==> src/rtl/rvv_decoder_pkg.sv <==
// Shared types and constants for the vector decode stage.
package rvv_decoder_pkg;

  localparam logic [6:0] OpcodeVec     = 7'b1010111;
  localparam logic [6:0] OpcodeStoreFP = 7'b0100111;

  localparam logic [2:0] OPIVV = 3'b000;
  localparam logic [2:0] OPMVV = 3'b010;
  localparam logic [2:0] OPIVI = 3'b011;
  localparam logic [2:0] OPIVX = 3'b100;
  localparam logic [2:0] OPCFG = 3'b111;

  localparam logic [5:0] OPVADD   = 6'b000000;
  localparam logic [5:0] OPVSUB   = 6'b000010;
  localparam logic [5:0] OPVMERGE = 6'b010111;
  localparam logic [5:0] OPVSLL   = 6'b100101;
  localparam logic [5:0] OPVSRL   = 6'b101000;
  localparam logic [5:0] OPVSRA   = 6'b101001;

  // OPCFG variants selected by insn[31:30] (0x is vsetvli)
  localparam logic [1:0] CfgVsetvl   = 2'b10;
  localparam logic [1:0] CfgVsetivli = 2'b11;

  typedef enum logic [2:0] {EW8 = 3'd0, EW16 = 3'd1, EW32 = 3'd2, EW64 = 3'd3} vsew_e;

  typedef enum logic [2:0] {
    LMUL1 = 3'b000, LMUL2 = 3'b001, LMUL4 = 3'b010, LMUL8 = 3'b011,
    LMULRSVD = 3'b100, LMULF8 = 3'b101, LMULF4 = 3'b110, LMULF2 = 3'b111
  } vlmul_e;

  // vsetvli/vsetivli layout; for vsetivli zimm[10] is insn[30] and zimm[9:0] is the real zimm
  typedef struct packed {
    logic        sel;
    logic [10:0] zimm;
    logic [4:0]  rs1;
    logic [2:0]  func3;
    logic [4:0]  rd;
    logic [6:0]  opcode;
  } vsetvli_type_t;

  typedef struct packed {
    logic [5:0]  func6;
    logic [2:0]  func3;
    logic [4:0]  vd;
    logic [4:0]  vs1;
    logic [4:0]  vs2;
    logic        vm;
    logic        is_store;
    logic [31:0] scalar;
    vsew_e       vsew;
    vlmul_e      vlmul;
    logic [31:0] vl;
  } vdec_op_t;

  // (VLEN/SEW)*LMUL; fractional LMUL codes 101/110/111 shift right by 3/2/1
  function automatic logic [31:0] vlmax(input logic [2:0] vsew, input logic [2:0] vlmul,
                                        input int unsigned vlen);
    int unsigned base;
    base = vlen >> (3 + vsew);
    if (vlmul == 3'b100) return '0;
    else if (vlmul[2]) return base >> (3'd0 - vlmul);
    else return base << vlmul[1:0];
  endfunction

endpackage

==> src/rtl/rvv_decoder_queue.sv <==
// In-order circular FIFO of decoded vector ops.
module rvv_decoder_queue
  import rvv_decoder_pkg::*;
#(
  parameter int unsigned Depth = 4
) (
  input  logic     clk_i,
  input  logic     rst_ni,
  input  logic     push_i,
  input  vdec_op_t data_i,
  input  logic     pop_i,
  output logic     valid_o,
  output logic     full_o,
  output vdec_op_t data_o
);

  localparam int unsigned PtrW = (Depth > 1) ? $clog2(Depth) : 1;
  localparam int unsigned CntW = $clog2(Depth + 1);

  vdec_op_t        mem_q [Depth];
  logic [PtrW-1:0] wr_ptr_q, wr_ptr_d, rd_ptr_q, rd_ptr_d;
  logic [CntW-1:0] cnt_q, cnt_d;
  logic            push_eff, pop_eff;

  assign full_o   = (cnt_q == CntW'(Depth));
  assign valid_o  = (cnt_q != '0);
  assign push_eff = push_i & ~full_o;
  assign pop_eff  = pop_i & valid_o;
  assign data_o   = mem_q[rd_ptr_q];

  // Pointer and occupancy update; Depth is a power of two so pointers wrap naturally
  always_comb begin
    wr_ptr_d = wr_ptr_q;
    rd_ptr_d = rd_ptr_q;
    cnt_d    = cnt_q;
    if (push_eff) wr_ptr_d = wr_ptr_q + PtrW'(1);
    if (pop_eff)  rd_ptr_d = rd_ptr_q + PtrW'(1);
    if (push_eff && !pop_eff)      cnt_d = cnt_q + CntW'(1);
    else if (pop_eff && !push_eff) cnt_d = cnt_q - CntW'(1);
  end

  // Control state register
  always_ff @(posedge clk_i or negedge rst_ni) begin
    if (!rst_ni) begin
      wr_ptr_q <= '0;
      rd_ptr_q <= '0;
      cnt_q    <= '0;
    end else begin
      wr_ptr_q <= wr_ptr_d;
      rd_ptr_q <= rd_ptr_d;
      cnt_q    <= cnt_d;
    end
  end

  // Storage needs no reset; entries are only read when counted valid
  always_ff @(posedge clk_i) begin
    if (push_eff) mem_q[wr_ptr_q] <= data_i;
  end

endmodule

==> src/rtl/rvv_decoder.sv <==
// Vector front-end decoder: executes vsetvli/vsetivli, decodes OPIV* arithmetic and
// unit-stride stores into a micro-op queue. Optional macro RVV_DECODER_BYPASS_EN lets a
// legal op skip an empty queue when downstream is ready.
module rvv_decoder
  import rvv_decoder_pkg::*;
#(
  parameter int unsigned QueueDepth = 4,
  parameter int unsigned VLEN       = 128,
  parameter int unsigned ELEN       = 64
) (
  input  logic        clk_i,
  input  logic        rst_ni,
  input  logic        insn_valid_i,
  output logic        insn_ready_o,
  input  logic [31:0] insn_i,
  input  logic [31:0] rs1_i,
  output logic        resp_valid_o,
  output logic        resp_illegal_o,
  output logic [31:0] resp_vl_o,
  output logic        op_valid_o,
  input  logic        op_ready_i,
  output vdec_op_t    op_o
);

  logic [6:0] opcode;
  logic [2:0] func3;
  logic [5:0] func6;
  logic       vm;
  vsetvli_type_t cfg;

  assign opcode = insn_i[6:0];
  assign func3  = insn_i[14:12];
  assign func6  = insn_i[31:26];
  assign vm     = insn_i[25];
  assign cfg    = vsetvli_type_t'(insn_i);

  logic        vill_q, vill_d, vta_q, vta_d, vma_q, vma_d;
  vsew_e       vsew_q, vsew_d;
  vlmul_e      vlmul_q, vlmul_d;
  logic [31:0] vl_q, vl_d;
  logic        resp_valid_q, resp_illegal_q;
  logic [31:0] resp_vl_q, resp_vl_d;

  logic        accept, cfg_ok, arith_ok, store_ok, illegal, push_req;
  logic        is_ivli, rsvd_nz, cfg_vill, shift_op;
  logic [2:0]  vsew_raw, vlmul_raw, frac_sh;
  logic [31:0] sew_bits, cfg_vlmax, avl, cfg_vl;
  vdec_op_t    new_op;

  logic        q_push, q_valid, q_full, bypass;
  vdec_op_t    q_data;

  assign accept       = insn_valid_i & insn_ready_o;
  assign insn_ready_o = ~q_full;

  // Classify, check legality, build the op and compute the next vtype/vl.
  // vtype/vl register at the accepting edge, so an instruction accepted the very next
  // cycle already snapshots the new configuration.
  always_comb begin
    is_ivli   = ({cfg.sel, cfg.zimm[10]} == CfgVsetivli);
    cfg_ok    = (opcode == OpcodeVec) && (func3 == OPCFG) &&
                ({cfg.sel, cfg.zimm[10]} != CfgVsetvl);
    vlmul_raw = cfg.zimm[2:0];
    vsew_raw  = cfg.zimm[5:3];
    rsvd_nz   = is_ivli ? |cfg.zimm[9:8] : |cfg.zimm[10:8];
    sew_bits  = 32'd8 << vsew_raw;
    frac_sh   = 3'd0 - vlmul_raw;
    cfg_vill  = (vlmul_raw == LMULRSVD) | vsew_raw[2] | (sew_bits > ELEN) |
                (vlmul_raw[2] & (sew_bits > (ELEN >> frac_sh))) | rsvd_nz;
    cfg_vlmax = vlmax(vsew_raw, vlmul_raw, VLEN);
    if (is_ivli)              avl = {27'd0, cfg.rs1};
    else if (cfg.rs1 != '0)   avl = rs1_i;
    else if (cfg.rd != '0)    avl = cfg_vlmax;
    else                      avl = vl_q;
    cfg_vl = cfg_vill ? '0 : ((avl < cfg_vlmax) ? avl : cfg_vlmax);

    shift_op = func6 inside {OPVSLL, OPVSRL, OPVSRA};
    arith_ok = (opcode == OpcodeVec) && (func3 != OPCFG) &&
               (func6 inside {OPVADD, OPVSUB, OPVMERGE, OPVSLL, OPVSRL, OPVSRA}) &&
               (func3 inside {OPIVV, OPIVX, OPIVI}) &&
               !((func6 == OPVSUB) && (func3 == OPIVI)) &&
               !((func6 == OPVMERGE) && vm) && !vill_q && (vl_q != '0);
    store_ok = (opcode == OpcodeStoreFP) && (func3 inside {3'b000, 3'b101, 3'b110, 3'b111});
    illegal  = !(cfg_ok || arith_ok || store_ok);
    push_req = accept && (arith_ok || store_ok);

    new_op          = '0;
    new_op.func6    = func6;
    new_op.func3    = func3;
    new_op.vd       = insn_i[11:7];
    new_op.vs1      = insn_i[19:15];
    new_op.vs2      = insn_i[24:20];
    new_op.vm       = vm;
    new_op.is_store = store_ok;
    new_op.vsew     = vsew_q;
    new_op.vlmul    = vlmul_q;
    new_op.vl       = vl_q;
    if (store_ok || (func3 == OPIVX)) new_op.scalar = rs1_i;
    else if (func3 == OPIVI) new_op.scalar = shift_op ? {27'd0, insn_i[19:15]}
                                                      : {{27{insn_i[19]}}, insn_i[19:15]};

    vill_d    = vill_q;
    vsew_d    = vsew_q;
    vlmul_d   = vlmul_q;
    vta_d     = vta_q;
    vma_d     = vma_q;
    vl_d      = vl_q;
    resp_vl_d = resp_vl_q;
    if (accept && cfg_ok) begin
      vill_d    = cfg_vill;
      vsew_d    = cfg_vill ? EW8 : vsew_e'(vsew_raw);
      vlmul_d   = cfg_vill ? LMUL1 : vlmul_e'(vlmul_raw);
      vta_d     = cfg_vill ? 1'b0 : cfg.zimm[6];
      vma_d     = cfg_vill ? 1'b0 : cfg.zimm[7];
      vl_d      = cfg_vl;
      resp_vl_d = cfg_vl;
    end
  end

  // Architectural vtype/vl and the one-cycle response register
  always_ff @(posedge clk_i or negedge rst_ni) begin
    if (!rst_ni) begin
      vill_q         <= 1'b1;
      vsew_q         <= EW8;
      vlmul_q        <= LMUL1;
      vta_q          <= 1'b0;
      vma_q          <= 1'b0;
      vl_q           <= '0;
      resp_valid_q   <= 1'b0;
      resp_illegal_q <= 1'b0;
      resp_vl_q      <= '0;
    end else begin
      vill_q         <= vill_d;
      vsew_q         <= vsew_d;
      vlmul_q        <= vlmul_d;
      vta_q          <= vta_d;
      vma_q          <= vma_d;
      vl_q           <= vl_d;
      resp_valid_q   <= accept;
      resp_illegal_q <= accept & illegal;
      resp_vl_q      <= resp_vl_d;
    end
  end

  assign resp_valid_o   = resp_valid_q;
  assign resp_illegal_o = resp_illegal_q;
  assign resp_vl_o      = resp_vl_q;

`ifdef RVV_DECODER_BYPASS_EN
  assign bypass     = push_req & ~q_valid & op_ready_i;
  assign op_valid_o = q_valid | bypass;
  assign op_o       = q_valid ? q_data : new_op;
`else
  assign bypass     = 1'b0;
  assign op_valid_o = q_valid;
  assign op_o       = q_data;
`endif

  assign q_push = push_req & ~bypass;

  rvv_decoder_queue #(
    .Depth (QueueDepth)
  ) u_queue (
    .clk_i   (clk_i),
    .rst_ni  (rst_ni),
    .push_i  (q_push),
    .data_i  (new_op),
    .pop_i   (op_ready_i),
    .valid_o (q_valid),
    .full_o  (q_full),
    .data_o  (q_data)
  );

  // vta/vma are held for completeness but nothing downstream reads them yet
  logic unused_sigs;
  assign unused_sigs = ^{cfg.opcode, cfg.func3, vta_q, vma_q};

endmodule

==> config.mk <==
export PLATFORM = sky130hd
export DESIGN_NAME = rvv_decoder
export DESIGN_NICKNAME = d
export VERILOG_FILES = /design/src/rtl/rvv_decoder_pkg.sv /design/src/rtl/rvv_decoder_queue.sv /design/src/rtl/rvv_decoder.sv
export SDC_FILE = /design/constraint.sdc
export NUM_CORES = 1
export LEC_CHECK = 0
export ABC_AREA = 1
export ABC_CLOCK_PERIOD_IN_PS = 6950
export BUFFER_PORTS_ARGS = -buffer_cell sky130_fd_sc_hd__buf_4
export CAP_MARGIN = 20
export CELL_PAD_IN_SITES_DETAIL_PLACEMENT = 1
export CELL_PAD_IN_SITES_GLOBAL_PLACEMENT = 1
export CORE_AREA = 5 5 234 236
export DETAILED_ROUTE_END_ITERATION = 7
export DIE_AREA = 0 0 239 241
export GPL_ROUTABILITY_DRIVEN = 0
export PLACE_DENSITY = 0.61
export REMOVE_ABC_BUFFERS = 1
export SYNTH_ARGS = -nofsm -noshare
export SYNTH_HDL_FRONTEND = slang
export SYNTH_SLANG_ARGS = --single-unit
==> constraint.sdc <==
create_clock -name clk_i -period 6.95 [get_ports clk_i]
set_input_delay 0.3475 -clock clk_i [delete_from_list [all_inputs] [get_ports clk_i]]
set_output_delay 0.3475 -clock clk_i [all_outputs]
set_load 0.05 [all_outputs]
# Yosys cells after proc, flatten, opt, wreduce, memory -nomap -nowiden
# Memory sizes are Yosys's and may differ from the RTL's.
# Index checks and enable logic that the tools add are counted.
# Widths: inputs -> output; s select.
[totals]
mem_count = 1
ff_bits = 48
word_cells = 107
out_inout_bits = 132
ramBits = 384
inputBits = 68
[mem_list]
columns = ["memory", "words", "width", "rd", "rd_clocked_by_memory_dff", "wr", "line", "text"]
rows = [
  ["u_queue.mem_q", 4, 96, 1, 0, 1, "rvv_decoder_queue.sv:20", "vdec_op_t mem_q [Depth];"],
]
[classes]
reduce_logical = 39
n_shift = 5
addsub = 6
n_bitwise = 10
muxes = 17
eq_ne = 17
order_cmp = 3
[op_table]
columns = ["cell", "n"]
rows = [
  ["$mux 32", 10],
  ["$gt 32x32->1", 1],
  ["$gt 32x7->1 const B", 1],
  ["$lt 32x32->1", 1],
  ["$reduce_bool 32->1", 1],
  ["$shl 32x2->32", 1],
  ["$shl 4x3->32 const A", 1],
  ["$shr 32x3->32", 1],
  ["$shr 7x3->32 const A", 1],
  ["$shr 8x4->32 const A", 1],
  ["$eq 3x3->1 const B", 6],
  ["$eq 6x6->1 const B", 3],
  ["$logic_and 1x1->1", 16],
  ["$mux 3", 4],
  ["$reduce_bool 5->1", 2],
  ["$reduce_bool 3->1", 3],
  ["$eq 7x6->1 const B", 1],
  ["$eq 7x7->1 const B", 1],
  ["$eq 6x2->1 const B", 1],
  ["$eq 6x5->1 const B", 1],
  ["$logic_not 1->1", 6],
  ["$logic_not 6->1", 1],
  ["$reduce_bool 6->1", 1],
  ["$and 1x1->1", 5],
  ["18 further kinds", 27],
]

# Longest topological paths before layout
[depth]
ltp_word = 15
ltp_mapped = 23
mapped_depth_nobuf = 22

# Cells and area by module
# Synthesis repeated with hierarchy kept, for this count alone.
[unflattened]
hier_cells = 1762
hier_area_um2 = 19322.3
[modules_own_cells]
columns = ["mod", "seq_area_each_um2", "area_per_inst_um2", "cells_per_inst", "n_inst"]
rows = [
  ["rvv_decoder_queue", 11706.2, 15571.2, 1180, 1],
  ["rvv_decoder", 1027.2, 3751.1, 582, 1],
]

# Worst setup path after synthesis
# OpenSTA, ideal clock, no wires.
[synth_path]
kind = "input to register"
start = "input port insn_i[28]"
end = "memory u_queue.mem_q[0][0] in the netlist's numbering, enable pin"
path_buffers = 0
stages = 7
required_time_ns = 6.398
setup_time_ns = 0.552
arrival_time_ns = 5.500
setup_slack_ns = 0.898
cell_sequence = "or2_1 -> nor4_1 -> nand3b_1 -> o21ai_0 -> o31ai_1 -> nand2_1 -> nor2_1"
[synth_between]
elab_chain_cells = 13
elab_cells_between_ends = 22
cone_classes = "eq/ne (5); mux (2); bitwise (1); reduce/logical (14)"
[synth_lines]
columns = ["item", "line", "text"]
rows = [
  ["start, declared", "rvv_decoder.sv:15", "input logic [31:0] insn_i,"],
  ["$eq 6x2->1 (tied with other cells)", "rvv_decoder.sv:79, rvv_decoder.sv:81", ""],
  ["$reduce_bool 6->1", "rvv_decoder.sv:79", "(func6 inside {OPVADD, OPVSUB, OPVMERGE, OPVSLL, OPVSRL, OPVSRA}) &&"],
  ["$logic_and 1x1->1", "rvv_decoder.sv:78", "arith_ok = (opcode == OpcodeVec) && (func3 != OPCFG) &&"],
  ["$logic_and 1x1->1", "rvv_decoder.sv:79", ""],
  ["$logic_and 1x1->1", "rvv_decoder.sv:80", "(func3 inside {OPIVV, OPIVX, OPIVI}) &&"],
  ["$logic_and 1x1->1 *", "rvv_decoder.sv:81", "!((func6 == OPVSUB) && (func3 == OPIVI)) &&"],
  ["$logic_and 1x1->1 * (2 in a row)", "rvv_decoder.sv:82", "!((func6 == OPVMERGE) && vm) && !vill_q && (vl_q != '0);"],
  ["$logic_or 1x1->1 *", "rvv_decoder.sv:85", "push_req = accept && (arith_ok || store_ok);"],
  ["$logic_and 1x1->1 *", "rvv_decoder.sv:85", ""],
  ["$and 1x1->1 *", "rvv_decoder_queue.sv:27", "assign push_eff = push_i & ~full_o;"],
  ["$mux 1 *", "rvv_decoder_queue.sv:57", "if (push_eff) mem_q[wr_ptr_q] <= data_i;"],
  ["$mux 1 (not written as such) *", "rvv_decoder_queue.sv:57", ""],
  ["end, declared", "rvv_decoder_queue.sv:20", ""],
]
# Mark *: on every way between the ends. The rest lies on a longest branch, timed or not.

==> results.json <==
{
  "antenna_cells": 0,
  "hold_path.class": "input port to register",
  "path_clk_slew_ns": 0.06,
  "power.total_mw": 9.09,
  "cp_cell_sequence": "inv_2 > buf_4 > o21ai_0 > o22ai_1 > buf_4",
  "cp.required_ns": 6.60,
  "switching_share_pct": 42.3,
  "synth.area.top_cells": "edfxtp_1 64%, o21ai_0 7.2%, dfrtp_1 6.5%",
  "p_switching_mw": 3.85,
  "finalCritPeriodShare_pct": 56.9,
  "worst_ep_arrival_time_ns": 3.61,
  "startpoint_type": "register",
  "area_growth_pct": 21.1,
  "path_common_cell": "buf_4",
  "yosys_most_used_dff": "edfxtp_1",
  "overflow": 0,
  "cts-buffers-inserted": 48,
  "grt_pass1_vias": 13305,
  "synth_compound_area_share_pct": 12.1,
  "insertion_delay_ns": 0.60,
  "syn_avg_cell_area_sq_um": 11.8,
  "antenna_left": 0,
  "drv_cap": 0,
  "cts_max_path_buffers": 3,
  "p_comb_share_pct": 40.5,
  "cts.sinks": 432,
  "drt_first_pass_iters": 5,
  "holdBufCountCts": 24,
  "fp.dieW_microns": 239,
  "peakVddDrop_mv": 0.309,
  "die_y_microns": 241,
  "coreArea_sq_mm": 0.0522,
  "slowest_delay_ns": 0.78,
  "dp_hpwl_microns": 33100,
  "worstMarginPinSlew_ns": 0.944,
  "io_buffers": 199,
  "fmax_ghz": 0.253,
  "fin_cells": 2448,
  "grt_usage_pct": 18.4,
  "dp_cells": 2333,
  "viasPerCell": 5.16,
  "yosysSeqAreaShare_pct": 70.2,
  "critPathSlowestCell": "inv_2",
  "synthArstFlopShare_pct": 11.1,
  "cts_setup_buffers": 0,
  "syn_area_sq_mm": 0.0181,
  "synth_mux_area_share_pct": 0,
  "p_per_area_mw_per_mm2": 414,
  "slew_headroom_pct": 37.0,
  "root_buffer": "clkbuf_16",
  "power_leakage_nw": 8.74,
  "setup_slack_ns": 3.00,
  "worst_setup_path_end_kind": "primary output",
  "setup_viol": 0,
  "cts_max_level": 2,
  "io_pins": 200,
  "synth-adder-area-share_pct": 1.63,
  "rows": 84,
  "skew_ns": 0.0286,
  "vias": 12640,
  "synth_cell_types": 44,
  "clkPwrFrac_pct": 27.4,
  "grt_max_degree": 149,
  "synth_most_common_cell": "edfxtp_1",
  "nets": 1811,
  "yosys.area.top_type_share_pct": 63.5,
  "synth-simple-area-share_pct": 10.5,
  "rsz0062_at_grt": "no",
  "die-area_sq_mm": 0.0576,
  "synth.top_cells.by_count": "384 x edfxtp_1, 260 x o21ai_0, 229 x nor2_1",
  "synth_cells": 1540,
  "cts_tree": "done",
  "initial_utilization_pct": 34.7,
  "grt_pass1_wl_microns": 81700,
  "min_period_ns": 3.95,
  "yosys_warnings": 0,
  "antenna_found_initial": 3,
  "drt-total-wl_microns": 54300,
  "intPower_mw": 5.24,
  "slew_violations": 0,
  "p_seq_share_pct": 32.1,
  "crit_type": "register to primary output",
  "cp_max_fo": 50,
  "synth_xor_xnor_area_share_pct": 0.193,
  "wl_per_cell_microns": 22.2,
  "first_iter_violations": 778,
  "ys_ff_latch": 432,
  "drc_errors": 0,
  "status": "finished clean",
  "place_ws_ns": 3.12,
  "finalHoldViolations": 0,
  "synth.largest_area_cell": "edfxtp_1",
  "synth_top_family_by_area": "compound AO/OA/AOI/OAI gates",
  "synth_edf_count": 384,
  "cts-resized-gates": 0,
  "final_layout_size_suffix_gt1_share_pct": 18.2
}
==> flip-flops by register name (all words and copies together) (netlist names) <==
name and cells:
u_queue.rd_ptr_q 2, vsew_q 3, u_queue.mem_q 384, u_queue.wr_ptr_q 2, resp_illegal_o 1, vlmul_q 3, u_queue.cnt_q 3, resp_valid_o 1
resp_vl_o 32, vill_q 1
==> cell type report <==
cell class              instances  area, sq um
flip-flops and latches        432        12700
repair buffers                241         1940
clock buffers                  62         1260
well taps                     688          861
multi-input cells             887         4470
clock inverters                28          275
inverters                     110          418
fillers                      5501        30300
==> kinds of logic (layout without fill, tap and decap cells) <==
logic type,Yosys count,after routing
fa+ha+maj,23,23
flops,432,432
buf+inv,221,441
simple gates,456,456
compound gates,404,404
xor+xnor,4,4
==> power groups by stage <==
| stage | combinational (mW) | clock, mW | sequential, mW |
|---|---|---|---|
| after floorplan | 2.37 | 0 | 3.03 |
| after global placement | 3.67 | 0 | 2.97 |
| after detailed placement | 3.73 | 0 | 2.97 |
| after CTS | 3.75 | 2.56 | 2.92 |
| after global routing | 3.93 | 2.67 | 2.92 |
| final | 3.68 | 2.49 | 2.92 |
==> worst max-delay path: cells and delay by family (launching register included) <==
family	cells	cell delay, ns
flip-flops	1	0.70
buffers and inverters	3	1.70
AO/OA/AOI/OAI	2	0.56
==> worst paths after layout <==
| path | from | endpoint | slack [ns] | cells after the start |
|---|---|---|---|---|
| max | u_queue.rd_ptr_q[1] | op_o[45] | 3.00 | 5 |
| min | insn_i[19] | u_queue.mem_q[0][81] | 0.04 | 1 |
| max reg2reg | resp_vl_o[25] | u_queue.cnt_q[1] | 3.48 | 11 |
| min reg2reg | vill_q | vill_q | 0.50 | 2 |
| max in group asynchronous | rst_ni | u_queue.rd_ptr_q[0] | 5.96 | 2 |
| min in group asynchronous | rst_ni | resp_vl_o[9] | 0.39 | 2 |
==> placed cells by master (no fill, tap or decap), drive strengths merged, types with 3 or more instances in the layout <==
master         n
edfxtp       384
o21ai        274
nor2         231
buf          217
nand2        150
inv          110
o22ai         97
clkbuf        62
dfrtp         47
nand3         45
dlygate4sd3   24
ha            22
clkinv        22
a21oi         16
nor4          12
a22oi          9
nor3           8
nand4          7
bufinv         4
xor2           3
==> metrics by stage <==
stage | utilization (%) | hold slack, ns | setup TNS (ns) | instance area [sq um]
finish | 42.1 | 0.0449 | 0 | 22000
global route | 42.1 | 0.0258 | 0 | 22000
CTS | 42.0 | 0.000535 | 0 | 21900
detailed placement | 38.6 | 0.487 | 0 | 20200
global placement | 38.6 | 0.475 | 0 | 20200
floorplan | - | 0.0519 | -31.35 | 17600
==> routing by layer <==
layer  vias up  global-route usage (%)  share of wire [%]
met5         -                       0              0.057
met4         6                    5.27                2.4
met3        85                    3.34                5.0
met2       292                    31.4                 49
met1      6405                    24.3                 44
li1       5852                       -                  -
Power figures use the tool's default switching activity.
